==> config.mk <==
export PLATFORM = sky130hd
export DESIGN_NAME = fetch_redirect_ctrl
export DESIGN_NICKNAME = d
export VERILOG_FILES = /design/src/rtl/fetch_redirect_ctrl_pkg.sv /design/src/rtl/fetch_redirect_ctrl_sat_counter.sv /design/src/rtl/fetch_redirect_ctrl.sv
export SDC_FILE = /design/constraint.sdc
export NUM_CORES = 1
export LEC_CHECK = 0
export CORE_MARGIN = 1.5
export CORE_UTILIZATION = 35
export DETAILED_ROUTE_END_ITERATION = 16
export PLACE_DENSITY_LB_ADDON = 0.3
export SKIP_CTS_REPAIR_TIMING = 1
export SLEW_MARGIN = 20
export SYNTH_ARGS = -nofsm -noshare
export SYNTH_HDL_FRONTEND = slang
export SYNTH_HIERARCHICAL = 1
export SYNTH_SLANG_ARGS = --single-unit
==> constraint.sdc <==
create_clock -name CLK -period 2.75 [get_ports CLK]
set_clock_uncertainty 0.15 [all_clocks]
set_input_delay 0.825 -clock CLK [delete_from_list [all_inputs] [get_ports CLK]]
set_output_delay 0.825 -clock CLK [all_outputs]
set_load 0.005 [all_outputs]
==> src/rtl/fetch_redirect_ctrl_pkg.sv <==
// ============================================================================
// fetch_redirect_ctrl_pkg
// Shared types and defaults for the fetch redirect controller.
// Revision: 1.0 - initial release
// ============================================================================
`default_nettype none

package fetch_redirect_ctrl_pkg;

  localparam int DEF_DEPTH        = 7;
  localparam int DEF_DRAIN_CYCLES = 4;
  localparam int DEF_CNT_W        = 16;

  typedef enum logic [1:0] {
    ST_RUN   = 2'd0,
    ST_DRAIN = 2'd1,
    ST_SYS   = 2'd2
  } state_e;

  typedef enum logic [1:0] {
    SRC_NONE = 2'd0,
    SRC_PRED = 2'd1,
    SRC_FIX  = 2'd2,
    SRC_SYS  = 2'd3
  } redir_src_e;

  // Instruction fetch is word aligned; low PC bits never reach IF.
  function automatic logic [31:0] align_pc(input logic [31:0] pc);
    return {pc[31:2], 2'b00};
  endfunction

endpackage

`default_nettype wire

==> src/rtl/fetch_redirect_ctrl_sat_counter.sv <==
// ============================================================================
// sat_counter
// Up-counter with synchronous clear that sticks at its maximum value.
// Revision: 1.0 - initial release
// ============================================================================
`default_nettype none

module sat_counter #(
  parameter int CNT_W = 16
) (
  input  logic             clk,
  input  logic             rst,
  input  logic             i_inc,
  input  logic             i_clear,
  output logic [CNT_W-1:0] o_count
);

  logic [CNT_W-1:0] count_q;
  logic [CNT_W-1:0] count_d;

  always_comb begin
    count_d = count_q;
    if (i_clear) begin
      count_d = '0;
    end else if (i_inc && (count_q != {CNT_W{1'b1}})) begin
      count_d = count_q + CNT_W'(1);
    end
  end

  always_ff @(posedge clk) begin
    if (rst) begin
      count_q <= '0;
    end else begin
      count_q <= count_d;
    end
  end

  assign o_count = count_q;

endmodule

`default_nettype wire

==> src/rtl/fetch_redirect_ctrl.sv <==
// ============================================================================
// fetch_redirect_ctrl
// Arbitrates PC redirects (BTB, ID fix, syscall resume), drives fetch-stage
// squash and sequences the syscall drain handshake.
// Revision: 1.0 - initial release
// ============================================================================
`default_nettype none

module fetch_redirect_ctrl
  import fetch_redirect_ctrl_pkg::*;
#(
  parameter int DEPTH        = DEF_DEPTH,
  parameter int DRAIN_CYCLES = DEF_DRAIN_CYCLES,
  parameter int CNT_W        = DEF_CNT_W
) (
  input  logic             CLK,
  input  logic             RESET,
  input  logic             STALL,
  input  logic             pred_req,
  input  logic [31:0]      pred_pc,
  input  logic             fix_req,
  input  logic [31:0]      fix_pc,
  input  logic             sys_req,
  input  logic [31:0]      sys_resume_pc,
  output logic             redirect_valid,
  output logic [31:0]      redirect_pc,
  output logic [DEPTH-1:0] FLUSH_OUT,
  output logic             fetch_hold,
  output logic             sys_ready,
  output logic [CNT_W-1:0] mispredict_cnt
);

  localparam int               DCW        = $clog2(DRAIN_CYCLES + 1);
  localparam logic [DCW-1:0]   DRAIN_INIT = DCW'(DRAIN_CYCLES);

  state_e           state_q, state_d;
  logic [DCW-1:0]   drain_cnt_q, drain_cnt_d;
  logic             redirect_valid_q, redirect_valid_d;
  logic [31:0]      redirect_pc_q, redirect_pc_d;
  logic [DEPTH-1:0] flush_q, flush_d;
  logic             fetch_hold_q, fetch_hold_d;
  logic             sys_ready_q, sys_ready_d;
  redir_src_e       src;
  logic             fix_accept;

  always_comb begin
    state_d      = state_q;
    drain_cnt_d  = drain_cnt_q;
    src          = SRC_NONE;
    flush_d      = '0;
    fetch_hold_d = 1'b0;
    sys_ready_d  = 1'b0;
    case (state_q)
      ST_RUN: begin
        // A fix wins even under STALL: the wrong-path stages must die now.
        if (fix_req) begin
          src     = SRC_FIX;
          flush_d = {DEPTH{1'b1}};
        end else if (sys_req) begin
          state_d      = ST_DRAIN;
          drain_cnt_d  = DRAIN_INIT;
          flush_d      = {DEPTH{1'b1}};
          fetch_hold_d = 1'b1;
        end else if (pred_req && !STALL) begin
          src = SRC_PRED;
        end
      end
      ST_DRAIN: begin
        fetch_hold_d = 1'b1;
        if (drain_cnt_q == '0) begin
          state_d     = ST_SYS;
          sys_ready_d = 1'b1;
        end else if (!STALL) begin
          drain_cnt_d = drain_cnt_q - DCW'(1);
        end
      end
      ST_SYS: begin
        if (!sys_req) begin
          src     = SRC_SYS;
          state_d = ST_RUN;
        end else begin
          fetch_hold_d = 1'b1;
          sys_ready_d  = 1'b1;
        end
      end
      default: begin
        state_d = ST_RUN;
      end
    endcase
  end

  always_comb begin
    redirect_valid_d = (src != SRC_NONE);
    redirect_pc_d    = redirect_pc_q;
    case (src)
      SRC_PRED: redirect_pc_d = align_pc(pred_pc);
      SRC_FIX:  redirect_pc_d = align_pc(fix_pc);
      SRC_SYS:  redirect_pc_d = align_pc(sys_resume_pc);
      default:  redirect_pc_d = redirect_pc_q;
    endcase
  end

  always_ff @(posedge CLK) begin
    if (RESET) begin
      state_q          <= ST_RUN;
      drain_cnt_q      <= '0;
      redirect_valid_q <= 1'b0;
      redirect_pc_q    <= '0;
      flush_q          <= '0;
      fetch_hold_q     <= 1'b0;
      sys_ready_q      <= 1'b0;
    end else begin
      state_q          <= state_d;
      drain_cnt_q      <= drain_cnt_d;
      redirect_valid_q <= redirect_valid_d;
      redirect_pc_q    <= redirect_pc_d;
      flush_q          <= flush_d;
      fetch_hold_q     <= fetch_hold_d;
      sys_ready_q      <= sys_ready_d;
    end
  end

  assign fix_accept = (state_q == ST_RUN) && fix_req;

  sat_counter #(
    .CNT_W (CNT_W)
  ) u_mispredict_cnt (
    .clk     (CLK),
    .rst     (RESET),
    .i_inc   (fix_accept),
    .i_clear (RESET),
    .o_count (mispredict_cnt)
  );

  assign redirect_valid = redirect_valid_q;
  assign redirect_pc    = redirect_pc_q;
  assign FLUSH_OUT      = flush_q;
  assign fetch_hold     = fetch_hold_q;
  assign sys_ready      = sys_ready_q;

endmodule

`default_nettype wire

Yosys cells after proc, flatten, opt, wreduce, memory -nomap -nowiden
Index checks and enable logic that the tools add are counted.
- $add $sub $neg: 2
- multipliers: 0
- divide/modulo/power cells: 0
- magnitude comparators: 0
- equal/unequal tests: 12
- shift-type cells: 0
- muxes and demuxes: 23
- bitwise logic cells: 1
- reductions and logical operators: 12
- operators with widths (operator ; count):
    case mux 32 bit (3 select lines) ; 1
    adder 16 x 1 -> 16 bit (second input constant) ; 1
    != test 16 bit (second input constant) ; 1
    2-to-1 mux 7 bit ; 2
    2-to-1 mux 2 bit ; 6
    2-to-1 mux 3 bit ; 4
    != test 2 bit (second input constant) ; 6
    equality test 2 bit (second input constant) ; 3
    case mux 2 bit (3 select lines) ; 1
    case mux 3 bit (2 select lines) ; 1
    2-to-1 mux 1 bit ; 5
    AND reduction 5 bit ; 1
    equality test 2 x 1 -> 1 bit (second input constant) ; 2
    case mux 2 bit (2 select lines) ; 1
    AND reduction 4 bit ; 1
    nonzero test 2 bit ; 2
    logical AND 1 bit ; 3
    zero test 3 bit ; 1
    case mux 1 bit (3 select lines) ; 1
    nonzero test 3 bit ; 1
    subtractor 3 x 1 -> 3 bit (second input constant) ; 1
    zero test 2 bit ; 1
    case mux 1 bit (2 select lines) ; 1
    OR reduction 2 bit ; 1
    2 further kinds ; 2
- bits in registers: 63
- bits in latches: 0
- memory bits (writable): 0
- memory bits (read-only): 0
- input port bits: 102
- output and inout bits: 58
- word-level logic and storage cells: 58
- memories kept: 0

Logic depth before layout (Yosys ltp)
Gate-level depths: netlist of run 1.
- depth after elaboration: 8
- gate-level depth with buffers: 10
- depth with buffers taken out: 8

Cells and area by module
Netlist of run 1, hierarchy kept.
- modules (own cells, without submodules) (module ; times used ; cells an instance ; area each (um^2) ; seq. area each (um^2)):
    fetch_redirect_ctrl ; 1 ; 302 ; 2217.1 ; 780.7
    sat_counter ; 1 ; 102 ; 917.1 ; 320.3

Worst setup path before layout of run 1
No wires, ideal clock.
- path kind: input to register
- start point: in fix_req
- end point: reg u_mispredict_cnt.count_q[12], in the netlist u_mispredict_cnt/o_count[12]
- library setup time: 0.091 ns
- arrival time: 1.996 ns
- data required time: 2.509 ns
- setup slack: 0.513 ns
- cell stages on the path: 8
- path buffers: 2
- path through: nand2_1 inv_2 buf_2 and4_4 and3_1 buf_4 a31oi_1 a311oi_1
- longest elaborated chain between the ends: 2
- ends and longest elaborated chain (item ; RTL line ; text):
    start, declared ; fetch_redirect_ctrl.sv:21 ; input logic fix_req,
    logical AND 1 bit ; fetch_redirect_ctrl.sv:123 ; assign fix_accept = (state_q == ST_RUN) && fix_req;
    named net fix_accept ; fetch_redirect_ctrl.sv:44 ; logic fix_accept;
    logical AND 1 bit ; fetch_redirect_ctrl_sat_counter.sv:25 ; end else if (i_inc && (count_q != {CNT_W{1'b1}})) begin
    end signal, assigned ; fetch_redirect_ctrl_sat_counter.sv:34 ; count_q <= count_d;
    end, declared ; fetch_redirect_ctrl_sat_counter.sv:18 ; logic [CNT_W-1:0] count_q;
The timed path passes the listed nets, and every way through them passes these cells.
A chain may end at the register's enable or synchronous reset.

Worst setup path after layout of run 1
- start point: in fix_req
- end point: reg u_mispredict_cnt.count_q[15], in the netlist u_mispredict_cnt/o_count[15]
- longest elaborated chain between the ends: 2
- ends and longest elaborated chain (item ; RTL line):
    logical AND 1 bit ; fetch_redirect_ctrl.sv:123
    logical AND 1 bit ; fetch_redirect_ctrl_sat_counter.sv:25
Every way passes these cells.

==> results of run 1 <==
==> worst paths after layout <==
path / start / end / slack (ps)
worst max-delay path: fix_req / u_mispredict_cnt/o_count[15] / 310
worst min-delay path: redirect_pc[16] / redirect_pc[16] / 310
worst min register to register: redirect_pc[16] / redirect_pc[16] / 310
worst max register to register: state_q[0] / u_mispredict_cnt/o_count[15] / 510
==> logic make-up (layout without fill, tap and decap cells) <==
| family | after synthesis | in the layout |
|---|---|---|
| mux | 8 | 8 |
| buf+inv | 45 | 179 |
| simple gates | 186 | 186 |
| fa+ha+maj | 8 | 8 |
| other cells | 1 | 2 |
| flops | 55 | 55 |
| compound gates | 101 | 101 |
==> synth_stat cells, drive strengths merged, types with 2 or more instances <==
cell type	count	share of area [%]
a31oi	4	0.80
a21oi	41	6.5
nor2	37	4.4
a311o	30	9.6
mux2i	8	2.6
nand3	6	0.96
nand4	4	1.3
and3	7	1.8
clkbuf	10	1.2
ha	8	3.2
inv	8	0.96
nand2	104	12
nor3b	2	0.48
dfxtp	55	35
nor2b	2	0.40
buf	26	6.0
a2111o	2	0.72
o21ai	9	1.4
nand2b	4	0.80
or3	7	1.5
nor3	4	1.0
a211oi	6	1.6
and2	5	1.1
==> cell type report <==
| cell class | count | area (µm²) |
|---|---|---|
| Sequential cell | 55 | 1100 |
| Clock buffer | 6 | 82.6 |
| Fill cell | 837 | 3880 |
| Timing Repair Buffer | 163 | 1630 |
| Multi-Input combinational cell | 305 | 1780 |
| Tap cell | 108 | 135 |
| Clock inverter | 2 | 35.0 |
| Inverter | 8 | 30.0 |
==> tightest hold or removal path: stages (launching register included) <==
cell and delay (ps):
dfxtp_1 320, nand2_1 50, a21oi_1 50
==> power by group through the flow <==
| stage | registers, mW | logic, mW | clock network (mW) |
|---|---|---|---|
| CTS | 1.06 | 1.64 | 0.579 |
| finish | 1.06 | 1.62 | 0.558 |
| detailed placement | 1.08 | 1.63 | 0 |
| global placement | 1.06 | 1.61 | 0 |
| global route | 1.08 | 1.80 | 0.606 |
| floorplan | 1.08 | 0.953 | 0 |
==> metrics by stage <==
step,power [mW],setup slack (ps)
global placement,2.68,8.54
global route,3.49,165
detailed placement,2.71,-32.8
floorplan,2.03,513
finish,3.23,308
CTS,3.28,291
==> placed cells by master (no fill, tap or decap), types with 5 or more instances in the layout <==
cell and instances:
inv_1 7, o21ai_0 7, buf_4 9, a21oi_1 41, ha_1 8, clkbuf_8 6
clkdlybuf4s50_1 150, mux2i_1 8, nand3_1 6, nor2_1 37, dfxtp_1 55, nand2_1 104
a211oi_1 5, a311o_1 30
==> flip-flops by register name, indices dropped and copies added (netlist names) <==
name / flops
redirect_pc: 30
u_mispredict_cnt/o_count: 16
drain_cnt_q: 3
state_q: 2
FLUSH_OUT: 1
fetch_hold: 1
redirect_valid: 1
sys_ready: 1
==> metal layers <==
metal / routed length, µm / up-vias / track usage (%)
li1: - / 1681 / -
met1: 3780 / 1541 / 20.5
met2: 4420 / 109 / 33.6
met3: 598 / 19 / 5.04
met4: 215 / 0 / 6.70
met5: 0 / - / 0
==> metrics.md, run 1 <==
| Metric | Value |
|---|---|
| Status | finished clean |
| Main synth FF type | dfxtp_1 |
| Critical path depth | 7 |
| Die area | 0.00953 mm² |
| Die Ht | 97.6 µm |
| Crit path largest cell delay | 490 ps |
| Slew headroom | 66.1% |
| Flop pwr share | 32.7% |
| Maximum VDD drop | 0.445 mV |
| Starting Density | 36.1% |
| Antenna violations before repair | 0 |
| Hold Crit Class | flop to flop |
| Remaining antenna violation count | 0 |
| Worst Reg-to-Reg Cells | 8 |
| FF+latch count, synth | 55 |
| Fin util | 55.2% |
| Routed len/inst | 13.9 µm |
| Area of the core | 0.00868 mm² |
| Clock Sinks | 55 |
| CP arrival | 2530 ps |
| H-tree levels | 2 |
| PortBufs | 151 |
| Sw power | 1.12 mW |
| Critical Path RT | 2840 ps |
| Internal | 2.12 mW |
| Std cell rows | 34 |
| XOR/XNOR Fraction of Synth Area | 0% |
| WHS Path Cells | 2 |
| CTS buffer count | 5 |
| Iter 0 DRT Violations | 65 |
| Placed Instance Area | 0.00468 mm² |
| Placed cell count | 639 |
| Drc violations | 0 |
| Synth Cell Area | 0.00313 mm² |
| Worst Path Buf+Inv | 2 |
| Post-Synth Adder-Cell Area | 3.19% |
| Detailed placer's ending HPWL | 6590 µm |
| Clk pin slew, worst setup/hold paths | 100 ps |
| Post-route cell area | 0.00479 mm² |
| Post-synthesis cell count | 404 |
| Max-cap violations | 0 |
| Clock latency on the worst-skew pair | 300 ps |
| Post-Synth Simple-Gate Area | 27.3% |
| Max Clock Freq | 410 MHz |
| Crit. End Element | flop |
| Worst setup SP type | primary input |
| Hold Vio Cnt, Final | 0 |
| Seq/Total Area, Yosys | 35.1% |
| GRT Total Usage | 18.5% |
| Die width | 97.6 µm |
| Initial DRT Pass Iterations | 4 |
| CP delay by family, top | buffers and inverters |
| Fin nets | 648 |
| EDFF count, synth | 0 |
| Area delta synth->final | 52.9% |
| DR vias | 3350 |
| Switch share | 34.5% |
| CTS tree | built |
| Leak pwr | 1.79 nW |
| Non-filler instance count after layout | 647 |
| Synth Warn # | 6 |
| # IOs | 160 |
| Remaining Overflow, GRT | 0 |
| Slowest stage cell, crit path | clkdlybuf4s50_1 |
| Setup violators final | 0 |
| Distinct cells, synth | 50 |
| Fin crit share | 88.8% |
| Slew Viols, Final | 0 |
| Logic pwr share | 50.1% |
| Post-synthesis mux area share | 2.55% |
| Final WL | 9010 µm |
| Setup TNS | 0 ps |
| Vias in the first global route | 3310 |
| Largest net degree at the start of global routing | 61 |
| Routability cong. | 0.828 |
| Synth Area per Inst | 7.76 µm² |
| Post-route minimum period | 2440 ps |
| Largest family of logic cells by synthesized area | simple AND/OR/NAND/NOR gates |
| Root buf cell | clkbuf_8 |
| RSZ-0062 raised after global routing | false |
| Layout cells sized above 1 | 6.68% |
| Clk buf depth | 2 |
| Synth Area in Compound Gates | 23.2% |
| Clock network fraction of total power | 17.3% |
| CP Cell Sequence | clkdlybuf4s50_1, nand2_1, inv_2, and3_1, nand3_1, a211oi_1, mux2i_1 |
| Worst setup path category | primary input to flop |
| Vias per cell | 5.18 |
| Ant diodes | 0 |
| Worst-path fanout max | 6 |
| First-pass GRT wire length | 14800 µm |
| Power density of the placed cells | 675 mW/mm² |
| Minimum hold slack | 307 ps |
| Slew @ Worst Pin | 507 ps |
| Asr flop ratio synth | 0% |
No activity file was read; power rests on OpenSTA's default activity.
==> run 2: changes to the inputs <==
- CORE_ASPECT_RATIO: unset -> 2
- CORE_UTILIZATION: 35 -> 29
- CTS_CLUSTER_DIAMETER: unset -> 80
==> metrics.md, run 2 (synthesized netlist as in run 1, its figures left out) <==
| Metric | Value |
|---|---|
| Post-route cell area | 0.00489 mm² (was 0.00479 mm²) |
| Critical Path RT | 2820 ps (was 2840 ps) |
| First-pass GRT wire length | 16300 µm (was 14800 µm) |
| Std cell rows | 53 (was 34) |
| Die width | 76.5 µm (was 97.6 µm) |
| Remaining antenna violation count | 0 (unchanged) |
| Starting Density | 29.7% (was 36.1%) |
| CP Capture Point | u_mispredict_cnt/o_count[7] (was u_mispredict_cnt/o_count[15]) |
| Commonest cells after routing, fill and taps aside | 150 x clkdlybuf4s50_1, 104 x nand2_1, 55 x dfxtp_1, 41 x a21oi_1, 37 x nor2_1 (unchanged) |
| R2r setup slk | 510 ps (about the same) |
| Antenna violations before repair | 0 (unchanged) |
| Max-cap violations | 0 (unchanged) |
| Hold Crit Class | flop to flop (unchanged) |
| Worst setup SP type | primary input (unchanged) |
| Most common cell after layout, fill and taps aside | clkdlybuf4s50_1 (unchanged) |
| Setup TNS | 0 ps (unchanged) |
| Crit. End Element | flop (unchanged) |
| GRT Total Usage | 17.7% (was 18.5%) |
| Final setup margin | 243 ps (was 308 ps) |
| Iter 0 DRT Violations | 110 (was 65) |
| # IOs | 160 (unchanged) |
| Clk buf depth | 2 (unchanged) |
| Die area | 0.0115 mm² (was 0.00953 mm²) |
| CTS tree | built (unchanged) |
| Die Ht | 150 µm (was 97.6 µm) |
| Drc violations | 0 (unchanged) |
| Leak pwr | 1.82 nW (was 1.79 nW) |
| Routed len/inst | 15.2 µm (was 13.9 µm) |
| DR vias | 3390 (was 3350) |
| Clock Sinks | 55 (unchanged) |
| Root buf cell | clkbuf_16 (was clkbuf_8) |
| Initial DRT Pass Iterations | 4 (unchanged) |
| Layout fillers | 1003 (was 837) |
| Status | finished clean (unchanged) |
| Post-route minimum period | 2510 ps (was 2440 ps) |
| Setup violators final | 0 (unchanged) |
| Slowest stage cell, crit path | clkdlybuf4s50_1 (unchanged) |
| Slew Viols, Final | 0 (unchanged) |
| Area of the multi-input gates | 0.00178 mm² (unchanged) |
| Worst Reg-to-Reg Cells | 9 (was 8) |
| Placed Instance Area | 0.00473 mm² (was 0.00468 mm²) |
| Worst setup path category | primary input to flop (unchanged) |
| PortBufs | 151 (unchanged) |
| Layout cells sized above 1 | 7.37% (was 6.68%) |
| Detailed placer's ending HPWL | 7740 µm (was 6590 µm) |
| Setup crit start | fix_req (unchanged) |
| Maximum VDD drop | 0.311 mV (was 0.445 mV) |
| Minimum hold slack | 305 ps (was 307 ps) |
| Vias per cell | 4.99 (was 5.18) |
| Reg2reg start | state_q[0] (unchanged) |
| CP delay by family, top | buffers and inverters (unchanged) |
| H-tree levels | 2 (unchanged) |
| Area of the core | 0.0105 mm² (was 0.00868 mm²) |
| Ant diodes | 0 (unchanged) |
| Worst Path Buf+Inv | 3 (was 2) |
| Largest net degree at the start of global routing | 61 (unchanged) |
| Worst-path fanout max | 6 (unchanged) |
| Crit path largest cell delay | 520 ps (was 490 ps) |
| Max Clock Freq | 399 MHz (was 410 MHz) |
| Routability cong. | 0.799 (was 0.828) |
| CP arrival | 2580 ps (was 2530 ps) |
| Clock latency on the worst-skew pair | 290 ps (was 300 ps) |
| Post-Place Setup Slack | -76.5 ps (was -32.8 ps) |
| Hold Vio Cnt, Final | 0 (unchanged) |
| Register area | 0.00110 mm² (unchanged) |
| Power density of the placed cells | 693 mW/mm² (was 675 mW/mm²) |
| Fin nets | 652 (was 648) |
| Remaining Overflow, GRT | 0 (unchanged) |
| Final WL | 10400 µm (was 9010 µm) |
| CTS buffer count | 5 (unchanged) |
| Vias in the first global route | 3494 (was 3310) |
| Number of flip-flops in the largest register | 30 (unchanged) |
| Fin crit share | 91.2% (was 88.8%) |
| Clk pin slew, worst setup/hold paths | 70 ps (was 100 ps) |
| CP Cell Sequence | clkdlybuf4s50_1, nand2_1, inv_2, and3_1, nand3_1, buf_4, or3_1, o21ai_0 (was clkdlybuf4s50_1, nand2_1, inv_2, and3_1, nand3_1, a211oi_1, mux2i_1) |
| Critical path depth | 8 (was 7) |
| Reg-to-Reg End | u_mispredict_cnt/o_count[7] (was u_mispredict_cnt/o_count[15]) |
| Area delta synth->final | 56.0% (was 52.9%) |
| RSZ-0062 raised after global routing | false (unchanged) |
## run 2: cell types whose count changed in the layout (fill, tap and decap cells not counted), sizes merged
cell      before  now
buf           13   17
clkinvlp       0    1
bufinv         1    0
clkinv         1    0
clkbuf         6    7
## run 2: area by class of cell
class,count,area share [%]
multi-input combinational,305,36.3
sequential,55,22.5
clock buffer,7,3.12
timing repair buffer,167,33.8
tap,137,3.51
inverter,8,0.614
clock inverter,1,0.154
## run 2: worst reg2reg max path, cell delays in order, from the launching register on
cell and delay (ps):
dfxtp_1 340, inv_1 110, ha_1 300, nand2_1 160, inv_2 140, and3_1 190, nand3_1 210, buf_4 210
or3_1 290, o21ai_0 70
## run 2: power by group
| part | internal [mW] | switching [mW] | leakage, nW | total, mW |
|---|---|---|---|---|
| combinational | 0.854 | 0.795 | 1.30 | 1.65 |
| clock | 0.388 | 0.296 | 0.0761 | 0.684 |
| sequential | 0.962 | 0.0940 | 0.449 | 1.06 |
| total | 2.20 | 1.19 | 1.82 | 3.39 |
## run 2: per-stage QoR
stage / power [mW] / cells / util (%)
2_1_floorplan: 2.03 / 405 / -
3_3_place_gp: 2.69 / 672 / 44.9
3_5_place_dp: 2.74 / 672 / 44.9
4_1_cts: 3.44 / 680 / 46.4
5_1_grt: 3.62 / 680 / 46.4
6_report: 3.39 / 680 / 46.4
## run 2: how the worst min path moves through the flow
stage                     slack (ps)  cells past startpoint         endpoint             from
after floorplan                  300                      2  redirect_pc[10]  redirect_pc[10]
after global placement           290                      2  redirect_pc[25]  redirect_pc[25]
after detailed placement         300                      2   redirect_pc[8]   redirect_pc[8]
after CTS                        310                      2   redirect_pc[8]   redirect_pc[8]
after global routing             320                      2  redirect_pc[21]  redirect_pc[21]
final                            300                      2   redirect_pc[6]   redirect_pc[6]
## run 2: routing by layer
| layer | routed length [µm] | GRT usage [%] |
|---|---|---|
| met1 | 3810 | 16.7 |
| met2 | 5740 | 36.7 |
| met3 | 571 | 3.35 |
| met4 | 228 | 6.30 |
| met5 | 0 | 0 |
